--- config.mk ---
export PLATFORM = sky130hd
export DESIGN_NAME = mfp_fft_frame_serializer
export DESIGN_NICKNAME = d
export VERILOG_FILES = /design/src/rtl/mfp_fft_frame_serializer.sv
export SDC_FILE = /design/constraint.sdc
export NUM_CORES = 1
export LEC_CHECK = 0
export BUFFER_PORTS_ARGS = -buffer_cell sky130_fd_sc_hd__buf_2
export CORE_MARGIN = 1
export CORE_UTILIZATION = 50
export CTS_CLUSTER_DIAMETER = 60
export CTS_CLUSTER_SIZE = 25
export DETAILED_ROUTE_END_ITERATION = 10
export GPL_TIMING_DRIVEN = 0
export MAX_ROUTING_LAYER = met4
export PLACE_DENSITY_LB_ADDON = 0.2
export SLEW_MARGIN = 20
export SYNTH_ARGS = -nofsm -noshare
export SYNTH_HDL_FRONTEND = slang
export SYNTH_SLANG_ARGS = --single-unit
export TNS_END_PERCENT = 10
--- constraint.sdc ---
create_clock -name clk -period 13.9 [get_ports clk]
set_clock_uncertainty 0.15 [all_clocks]
set_input_delay 1.39 -clock clk [delete_from_list [all_inputs] [get_ports clk]]
set_output_delay 1.39 -clock clk [all_outputs]
set_load 0.02 [all_outputs]
--- src/rtl/mfp_fft_frame_serializer.sv ---
// Captures one packed FFT frame in a single cycle and streams it out one bin
// per cycle over valid/ready, bin 0 first. Optional macro: MFP_FFT_SER_HALF_EN.
module mfp_fft_frame_serializer #(
    parameter int unsigned  FFTL = 8,
    parameter int unsigned  FFTW = 16,
    localparam int unsigned IDXW = $clog2(FFTL)
) (
    input  logic                  clk,
    input  logic                  rst,
    input  logic                  en,
    input  logic                  in_valid,
    output logic                  in_ready,
    input  logic [FFTW*FFTL-1:0]  DIn_R,
    input  logic [FFTW*FFTL-1:0]  DIn_I,
    output logic                  out_valid,
    input  logic                  out_ready,
    output logic [FFTW-1:0]       out_R,
    output logic [FFTW-1:0]       out_I,
    output logic [IDXW-1:0]       out_idx,
    output logic                  out_last
);

`ifdef MFP_FFT_SER_HALF_EN
    // Hermitian half: bins 0..FFTL/2 only
    localparam int unsigned LAST = FFTL / 2;
`else
    localparam int unsigned LAST = FFTL - 1;
`endif
    localparam int unsigned     NBUF     = LAST + 1;
    localparam logic [IDXW-1:0] LAST_IDX = IDXW'(LAST);

    localparam logic [0:0] ST_IDLE   = 1'b0;
    localparam logic [0:0] ST_STREAM = 1'b1;

    logic [0:0]      state_q;
    logic [0:0]      state_d;
    logic [IDXW-1:0] idx_q;
    logic [IDXW-1:0] idx_d;
    logic            cap_c;
    logic            beat_c;
    logic            load_c;
    logic            advance_c;
    logic            finish_c;

    logic [FFTW-1:0] bin_r [NBUF];
    logic [FFTW-1:0] bin_i [NBUF];

`ifdef MFP_FFT_SER_HALF_EN
    // Upper bins of a real-input frame are redundant and never stored
    logic unused_hi_bins;
    assign unused_hi_bins = ^{DIn_R[FFTW*FFTL-1:FFTW*NBUF], DIn_I[FFTW*FFTL-1:FFTW*NBUF]};
`endif

    // Ready in the final-bin cycle too, so frames can follow with no bubble
    assign in_ready = (state_q == ST_IDLE) |
                      ((state_q == ST_STREAM) & out_last & out_ready);
    assign cap_c    = en & in_valid & in_ready;
    assign beat_c   = en & out_valid & out_ready;

    always_ff @(posedge clk) begin
        if (rst) begin
            state_q <= ST_IDLE;
            idx_q   <= '0;
        end else begin
            state_q <= state_d;
            idx_q   <= idx_d;
        end
    end

    always_comb begin
        state_d   = state_q;
        idx_d     = idx_q;
        load_c    = 1'b0;
        advance_c = 1'b0;
        finish_c  = 1'b0;
        case (state_q)
            ST_IDLE: begin
                if (cap_c) begin
                    state_d = ST_STREAM;
                    idx_d   = '0;
                    load_c  = 1'b1;
                end
            end
            ST_STREAM: begin
                if (beat_c) begin
                    if (idx_q == LAST_IDX) begin
                        idx_d = '0;
                        if (cap_c) begin
                            load_c = 1'b1;
                        end else begin
                            state_d  = ST_IDLE;
                            finish_c = 1'b1;
                        end
                    end else begin
                        idx_d     = idx_q + IDXW'(1);
                        advance_c = 1'b1;
                    end
                end
            end
            default: begin
                state_d = ST_IDLE;
                idx_d   = '0;
            end
        endcase
    end

    // Frame buffer and registered output bin
    always_ff @(posedge clk) begin
        if (rst) begin
            for (int unsigned k = 0; k < NBUF; k++) begin
                bin_r[k] <= '0;
                bin_i[k] <= '0;
            end
            out_valid <= 1'b0;
            out_R     <= '0;
            out_I     <= '0;
            out_idx   <= '0;
            out_last  <= 1'b0;
        end else if (load_c) begin
            for (int unsigned k = 0; k < NBUF; k++) begin
                bin_r[k] <= DIn_R[k*FFTW +: FFTW];
                bin_i[k] <= DIn_I[k*FFTW +: FFTW];
            end
            out_valid <= 1'b1;
            out_R     <= DIn_R[FFTW-1:0];
            out_I     <= DIn_I[FFTW-1:0];
            out_idx   <= '0;
            out_last  <= (LAST_IDX == '0);
        end else if (advance_c) begin
            out_R    <= bin_r[idx_d];
            out_I    <= bin_i[idx_d];
            out_idx  <= idx_d;
            out_last <= (idx_d == LAST_IDX);
        end else if (finish_c) begin
            out_valid <= 1'b0;
            out_idx   <= '0;
            out_last  <= 1'b0;
        end
    end

endmodule

== Word level (Yosys, flattened, before mapping) ==
Memories as Yosys holds them, arrays and structs flattened. A register that Yosys moved wholly into a read port is not among the register bits.
Index checks and enable logic that the tools add are counted.
Cells by class
  add/sub/neg operators: 1
  equal/unequal tests: 3
  mux-type cells: 45
  bitwise gates (word level): 24
  reductions and logical operators: 5
Operators with widths (count)
  $mux 16: 16
  $mux 1: 21
  $or 1x1->1: 17
  $mux 3: 5
  $and 1x1->1: 6
  $eq 3x3->1 const B: 2
  $pmux 3 s2: 1
  $reduce_bool 2->1: 3
  $pmux 1 s2: 2
  $add 3x1->3 const B: 1
  $ne 2x2->1 const B: 1
  $reduce_and 2->1: 1
  $reduce_or 2->1: 1
  $not 1->1: 1
Storage, ports and cells
  bits in registers: 9
  RAM bits: 256
  word-level logic and storage cells: 85
  memories: 2
Memories
  bin_i: depth 8, width 16, read ports 1, clocked after Yosys merged registers in 1, write ports 8, RTL line 46  | logic [FFTW-1:0] bin_i [NBUF];
  bin_r: depth 8, width 16, read ports 1, clocked after Yosys merged registers in 1, write ports 8, RTL line 45  | logic [FFTW-1:0] bin_r [NBUF];

== Depth between registers and ports, before layout ==
Gate-level depths: netlist of run 1.
  depth in word-level cells: 12
  depth in mapped cells: 12
  depth with buffers taken out: 10

== Worst setup path before layout of run 1 ==
No wires, ideal clock.
  path kind: input-to-reg
  from: in en
  to: reg out_I[1], read port of bin_i
  setup time: 0.084 ns
  arrival time: 11.424 ns
  data required time: 13.666 ns
  slack: 2.242 ns
  stages: 9
  path buffers: 2
  cell sequence: buf_2 -> nand4_2 -> nand2_1 -> a21oi_1 -> inv_1 -> clkbuf_1 -> a31oi_1 -> a211o_1 -> o221ai_1
On the way
  cells in the longest elaborated chain, start to end: 7
  elaborated cells between the ends (all ways): 14
RTL lines
  start, declared: RTL line 10  | input logic en,
  $and 1x1->1 (2 in a row): RTL line 57  | assign cap_c = en & in_valid & in_ready;
  $mux 1: RTL line 78, 88
  $mux 1: RTL line 86  | if (idx_q == LAST_IDX) begin
  $mux 1: RTL line 85  | if (beat_c) begin
  $pmux 1 s2: RTL line 76  | case (state_q)
  $reduce_bool 2->1 (no line)
  end, declared: RTL line 18  | output logic [FFTW-1:0] out_I,
Several ways; a longest one is shown, not always the timed one.
A chain may end at the register's enable or synchronous reset.

==> flow_summary.yaml, run 1 <==
status:
  status: "finished clean"
power_and_ir_drop:
  power_density_nw_per_um2: 120
  power_w: 0.00211
  switching_power_w: 0.000567
  sequentialPowerShare: 0.503
  ir_drop_v: 0.000121
  leakage_nw: 7.00
  intPower_w: 0.00154
  power.share.switching: 0.269
  power.share.combinational: 0.109
  pwr-share-clk: 0.388
cts:
  cts_resized: 0
  clock_latency_ps: 570
  numCtsBuffers: 27
  cts_tree: "yes"
  cts.clk_slew.worst_paths_ps: 90
  cts_root_buffer: "clkbuf_16"
  postCtsSetupBuffers: 0
  htreeDepth: 1
  clockBufferDepth: 3
  postCtsHoldBufs: 0
  cts.sinks: 297
routing:
  viasPerCell: 6.34
  drt_pass1_iterations: 6
  wl_per_cell_um: 26.7
  totalWireLength_um: 55100
  num_vias: 13100
  drt_first_iter_violations: 2065
  drc: 0
  ant_nets: 0
logic_synthesis:
  syn_inst: 1328
  netlist_top_cells_count: "256 x edfxtp_1, 194 x and2_1, 180 x nand2_1"
  synth_edf_count: 256
  async_flop_share: 0
  synth.net_count: 1591
  synth_top_area_share: 0.530
  avgSynthCellArea_um2: 10.9
  synth_area_um2: 14500
  synth.most_common_cell: "edfxtp_1"
  yosys_warnings: 0
  synth.largest_area_cell: "edfxtp_1"
  synth-seq-area-share: 0.587
  synth.distinct_cells: 67
  yosys-top-cells-area: "edfxtp_1 53%, and2_1 8.4%, dfxtp_1 5.7%"
  synth-seq-cells: 297
  synthFlopType: "edfxtp_1"
timing:
  max_freq_mhz: 225
  fin_crit_sh: 0.320
  finalHoldViolCount: 0
  tns_ps: 0
  timing.slew.headroom: 0.225
  setup_viol: 0
  slew_violations: 0
  fin_crit_ps: 4440
  worst_pin_slew_ps: 1160
  rsz0062_at_grt: "no"
setup_path:
  rr_worst_depth: 8
  worstSetupPathType: "input pin to flop"
  cp-end-kind: "flop"
  r2r_slack_ps: 9520
  critical_path.reg2reg.endpoint: "bin_r[2][11]$_SDFFCE_PP0P_"
  r2r_start: "idx_q[0]$_SDFF_PP0_"
  critPathRequiredTime_ps: 14180
  worstPathArrival_ps: 4720
  startpoint_type: "input pin"
  cp_max_fo: 10
min_path:
  hp-start: "out_idx[0]$_SDFFE_PP0P_"
  hold_class: "flop to flop"
  worstHoldPathCells: 2
  holdPathEnd: "out_idx[0]$_SDFFE_PP0P_"
grt:
  grt_pass1_wl_um: 77000
  grt_overflow: 0
  grt_max_degree: 54
  gr-usage-all-layers: 0.379
  grt_pass1_vias: 12100
  antenna_found_initial: 3
die:
  core_area_um2: 28200
  ioPinCount: 299
  fp.dieH_um: 172
  num_rows: 61
  die-area_um2: 29700
  start_util: 0.515
  die_w_um: 172
place:
  dp_hpwl_um: 37600
  portBuffers: 296
  dp_cells: 2007
  finalWeightedCongestion: 0.945
final_layout:
  multi_input_area_um2: 5570
  nets: 1921
  seq_area_um2: 8510
  n_fill_cell: 2381
  final_cells: 2060
  final_core_util: 0.624
  area_growth_pct: 21.1
  drive_gt1_frac: 0.235
run:
  cap_viol_max_count: 0
==> metal layers <==
| layer | up-vias | track usage | wire length, um |
|---|---|---|---|
| li1 | 5546 | - | - |
| met1 | 6155 | 0.483 | 20100 |
| met2 | 1162 | 0.567 | 24600 |
| met3 | 207 | 0.103 | 7860 |
| met4 | 0 | 0.164 | 2570 |
| met5 | - | - | 0 |
==> worst max path at each step <==
stage | start | end | slack (ps) | cells after the start
floorplan | en | out_I[1]$_SDFFE_PP0P_ | 2240 | 9
global placement | out_ready | out_R[5]$_SDFFE_PP0P_ | -3340 | 9
detailed placement | en | bin_r[3][1]$_SDFFCE_PP0P_ | 9120 | 7
CTS | en | bin_r[3][1]$_SDFFCE_PP0P_ | 9690 | 7
global route | en | bin_r[3][1]$_SDFFCE_PP0P_ | 9460 | 7
finish | en | bin_r[2][11]$_SDFFCE_PP0P_ | 9460 | 7
==> registers in the layout (all words and copies together), names as in the netlist <==
name,flops
bin_i,128
out_last,1
out_I,16
state_q,1
bin_r,128
out_R,16
idx_q,3
out_valid,1
out_idx,3
==> power groups by stage <==
stage / sequential (W) / combinational (W) / clock, W
detailed placement: 0.00108 / 0.000222 / 0
global route: 0.00106 / 0.000241 / 0.000845
global placement: 0.00110 / 0.000212 / 0
CTS: 0.00106 / 0.000223 / 0.000810
finish: 0.00106 / 0.000231 / 0.000818
floorplan: 0.00110 / 0.000101 / 0
==> cell families after synthesis <==
family	synth area share
xor gates and xnor gates	0.000604
and+or+nand+nor	0.216
muxes	0.0255
buffers and inverters	0.0300
adders and majority gates	0.00173
AOI/OAI and AO/OA	0.140
DFF	0.587
==> placed cells by master (no fill, tap or decap), drive strengths merged, types with 5 or more instances in the layout <==
cell and instances:
nand2 181, a211o 9, o32ai 10, a221o 6
a31oi 14, o21ai 67, o221ai 15, and3 32
dfxtp 41, a211oi 14, clkbuf 103, a32oi 17
edfxtp 256, mux2 7, a21oi 47, a22o 6
nor3 19, o2111a 6, clkinv 9, nor2b 65
buf 329, inv 12, nor2 52, and2 195
o22ai 14, mux2i 29, nand3 42, a221oi 5
a22oi 25
==> through the flow <==
stage,worst slack (ps),area [um^2],hold WS (ps)
6_report,9460,17600,356
5_1_grt,9460,17600,398
4_1_cts,9690,17600,356
3_5_place_dp,9120,16600,336
3_3_place_gp,-3340,16500,326
2_1_floorplan,2240,14500,372
==> critical path, cell delays in order <==
cell and delay, ps:
buf_2 170, nand4_2 180, a2111oi_4 970, clkbuf_1 530, clkbuf_1 380, clkbuf_1 860, and2_1 240
==> cell type report <==
cell class | count | share of cell area
antenna | 3 | 0.000427
buffer | 104 | 0.0246
clock buffer | 27 | 0.0385
clock inverter | 23 | 0.0167
inverter | 2 | 0.000427
multi-input combinational | 925 | 0.317
sequential | 297 | 0.484
tap | 378 | 0.0269
timing repair buffer | 301 | 0.0913
(Power assumes the default switching activity.)
==> inputs of run 2 (changes only) <==
- clock period: 13.9 -> 4.46 ns (I/O delays scaled with it)
==> run 2 against run 1 <==
Via count did not move. Combinational power rose to 3.0 times the previous value. Sequential power rose to 3.1 times the previous value. Register-to-register slack got worse by 9500 ps. Cell count fell by 0.39%. Non-clock buffer count fell by 3. First-iteration DRC count rose by 8.5%. Worst hold slack got worse by 350 ps. Flip-flop and latch count did not move. Global-route usage fell by 0.28 points. Critical endpoint is now bin_r[3][0]$_SDFFCE_PP0P_. Largest cell class unchanged. Largest power group unchanged. Highest routed layer unchanged.
==> flow_summary.yaml, run 2 (synthesis gave the netlist of run 1 again) <==
status:
  status: "finished clean"
routing:
  wl_per_cell_um: 26.8
  drt_pass1_iterations: 8
  viasPerCell: 6.37
  drc: 0
  totalWireLength_um: 55000
  drt_first_iter_violations: 2240
  ant_nets: 0
  num_vias: 13100
power_and_ir_drop:
  power.share.combinational: 0.111
  leakage_nw: 6.90
  power_density_nw_per_um2: 364
  switching_power_w: 0.00169
  sequentialPowerShare: 0.523
  ir_drop_v: 0.000287
  intPower_w: 0.00463
  power.share.switching: 0.267
  pwr-share-clk: 0.366
timing:
  finalHoldViolCount: 0
  tns_ps: 0
  max_freq_mhz: 225
  slew_violations: 0
  worst_pin_slew_ps: 1180
  setup_viol: 0
  setup_slack_ps: 10.3
  fin_crit_ps: 4450
  fin_crit_sh: 0.998
  rsz0062_at_grt: "yes"
  timing.slew.headroom: 0.213
min_path:
  hp-start: "DIn_R[55]"
  worstHoldPathCells: 2
  holdPathEnd: "bin_r[3][7]$_SDFFCE_PP0P_"
  hold_class: "input pin to flop"
grt:
  use_met2: 0.552
  gr-usage-all-layers: 0.376
  grt_overflow: 0
  grt_pass1_wl_um: 76400
  grt_pass1_vias: 12000
  busiest_layer: "met2"
  antenna_found_initial: 6
  grt_util_met1: 0.494
  grt_max_degree: 137
  gr-usage-met3: 0.0881
final_layout:
  layout_commonest_cell: "buf_2"
  drive_gt1_frac: 0.228
  nets: 1915
  largest_registers: "bin_i: 128 flops, bin_r: 128 flops"
  final_cell_mix: "314 x buf_2, 256 x edfxtp_1, 194 x and2_1"
  area_growth_pct: 19.7
  final_core_util: 0.617
die:
  die-area_um2: 29700
  start_util: 0.515
  num_rows: 61
  fp.dieH_um: 172
  die_w_um: 172
  core_area_um2: 28200
  ioPinCount: 299
setup_path:
  r2r_start: "idx_q[0]$_SDFF_PP0_"
  critPathRequiredTime_ps: 4720
  rr_worst_depth: 8
  cp_slowest_stage_delay_ps: 1010
  r2r_slack_ps: 10
  worstSetupPathType: "flop to flop"
  cp.depth: 8
  worstPathArrival_ps: 4710
  critical_path.reg2reg.endpoint: "bin_r[3][0]$_SDFFCE_PP0P_"
  crit_path_top_delay_cell: "a2111oi_4"
  startpoint_type: "flop"
  cp_max_fo: 10
  crit_buf_inv: 3
  cp_top_family: "buffers and inverters"
  crit_chain: "ha_1 > ha_1 > nand4_2 > a2111oi_4 > clkbuf_1 > clkbuf_1 > buf_1 > and2_1"
  cp-end-kind: "flop"
cts:
  cts.clk_slew.worst_paths_ps: 90
  htreeDepth: 1
  cts_root_buffer: "clkbuf_16"
  postCtsSetupBuffers: 0
  cts.sinks: 297
  cts_tree: "yes"
  clockBufferDepth: 3
  clock_latency_ps: 560
  numCtsBuffers: 24
run:
  cap_viol_max_count: 0
place:
  dp_hpwl_um: 37200
  finalWeightedCongestion: 0.949
  portBuffers: 296
  dp_slack_ps: 307
## run 2: power by group through the flow
stage | registers (W) | logic (W) | clock network, W
2_1_floorplan | 0.00338 | 0.000316 | 0
3_3_place_gp | 0.00338 | 0.000662 | 0
3_5_place_dp | 0.00336 | 0.000678 | 0
4_1_cts | 0.00330 | 0.000681 | 0.00229
5_1_grt | 0.00332 | 0.000738 | 0.00237
6_report | 0.00331 | 0.000704 | 0.00231
## run 2: worst max path at each step
stage	end	slack (ps)	start
global placement	out_R[5]$_SDFFE_PP0P_	-1660	idx_q[0]$_SDFF_PP0_
global route	bin_r[3][1]$_SDFFCE_PP0P_	-0.2	idx_q[0]$_SDFF_PP0_
detailed placement	bin_r[3][1]$_SDFFCE_PP0P_	310	idx_q[0]$_SDFF_PP0_
floorplan	out_I[1]$_SDFFE_PP0P_	40	idx_q[0]$_SDFF_PP0_
CTS	bin_i[3][0]$_SDFFCE_PP0P_	270	idx_q[0]$_SDFF_PP0_
finish	bin_r[3][0]$_SDFFCE_PP0P_	10	idx_q[0]$_SDFF_PP0_
## run 2: per-stage QoR
stage / instances / instance area [um^2] / hold WS, ps / power, W
finish: 2052 / 17400 / 8.62 / 0.00632
global placement: 2002 / 16500 / 326 / 0.00404
global route: 2052 / 17400 / 14.9 / 0.00643
floorplan: 1328 / 14500 / 372 / 0.00370
CTS: 2048 / 17400 / 4.37 / 0.00627
detailed placement: 2003 / 16500 / 338 / 0.00404
## run 2: cell type report
| type | count | area, um^2 |
|---|---|---|
| Fill cell | 2385 | 10800 |
| Sequential cell | 297 | 8510 |
| Multi-Input combinational cell | 925 | 5560 |
| Timing Repair Buffer | 298 | 1520 |
| Clock buffer | 29 | 641 |
| Tap cell | 378 | 473 |
| Buffer | 104 | 449 |
| Clock inverter | 15 | 199 |
| Antenna cell | 4 | 10.0 |
| Inverter | 2 | 7.51 |
## run 2: repair_timing
| item | in CTS | in global routing |
|---|---|---|
| gates resized for setup | 0 | 1 |
| endpoints found under the setup margin | 0 | 1 |
| hold buffers | 1 | 0 |
| hold endpoints to repair | 1 | 0 |
## run 2: routing by layer
metal	part of all wire	wire length (um)
met5	0	0
met4	0.056	3090
met1	0.36	19900
met3	0.15	8210
met2	0.43	23800
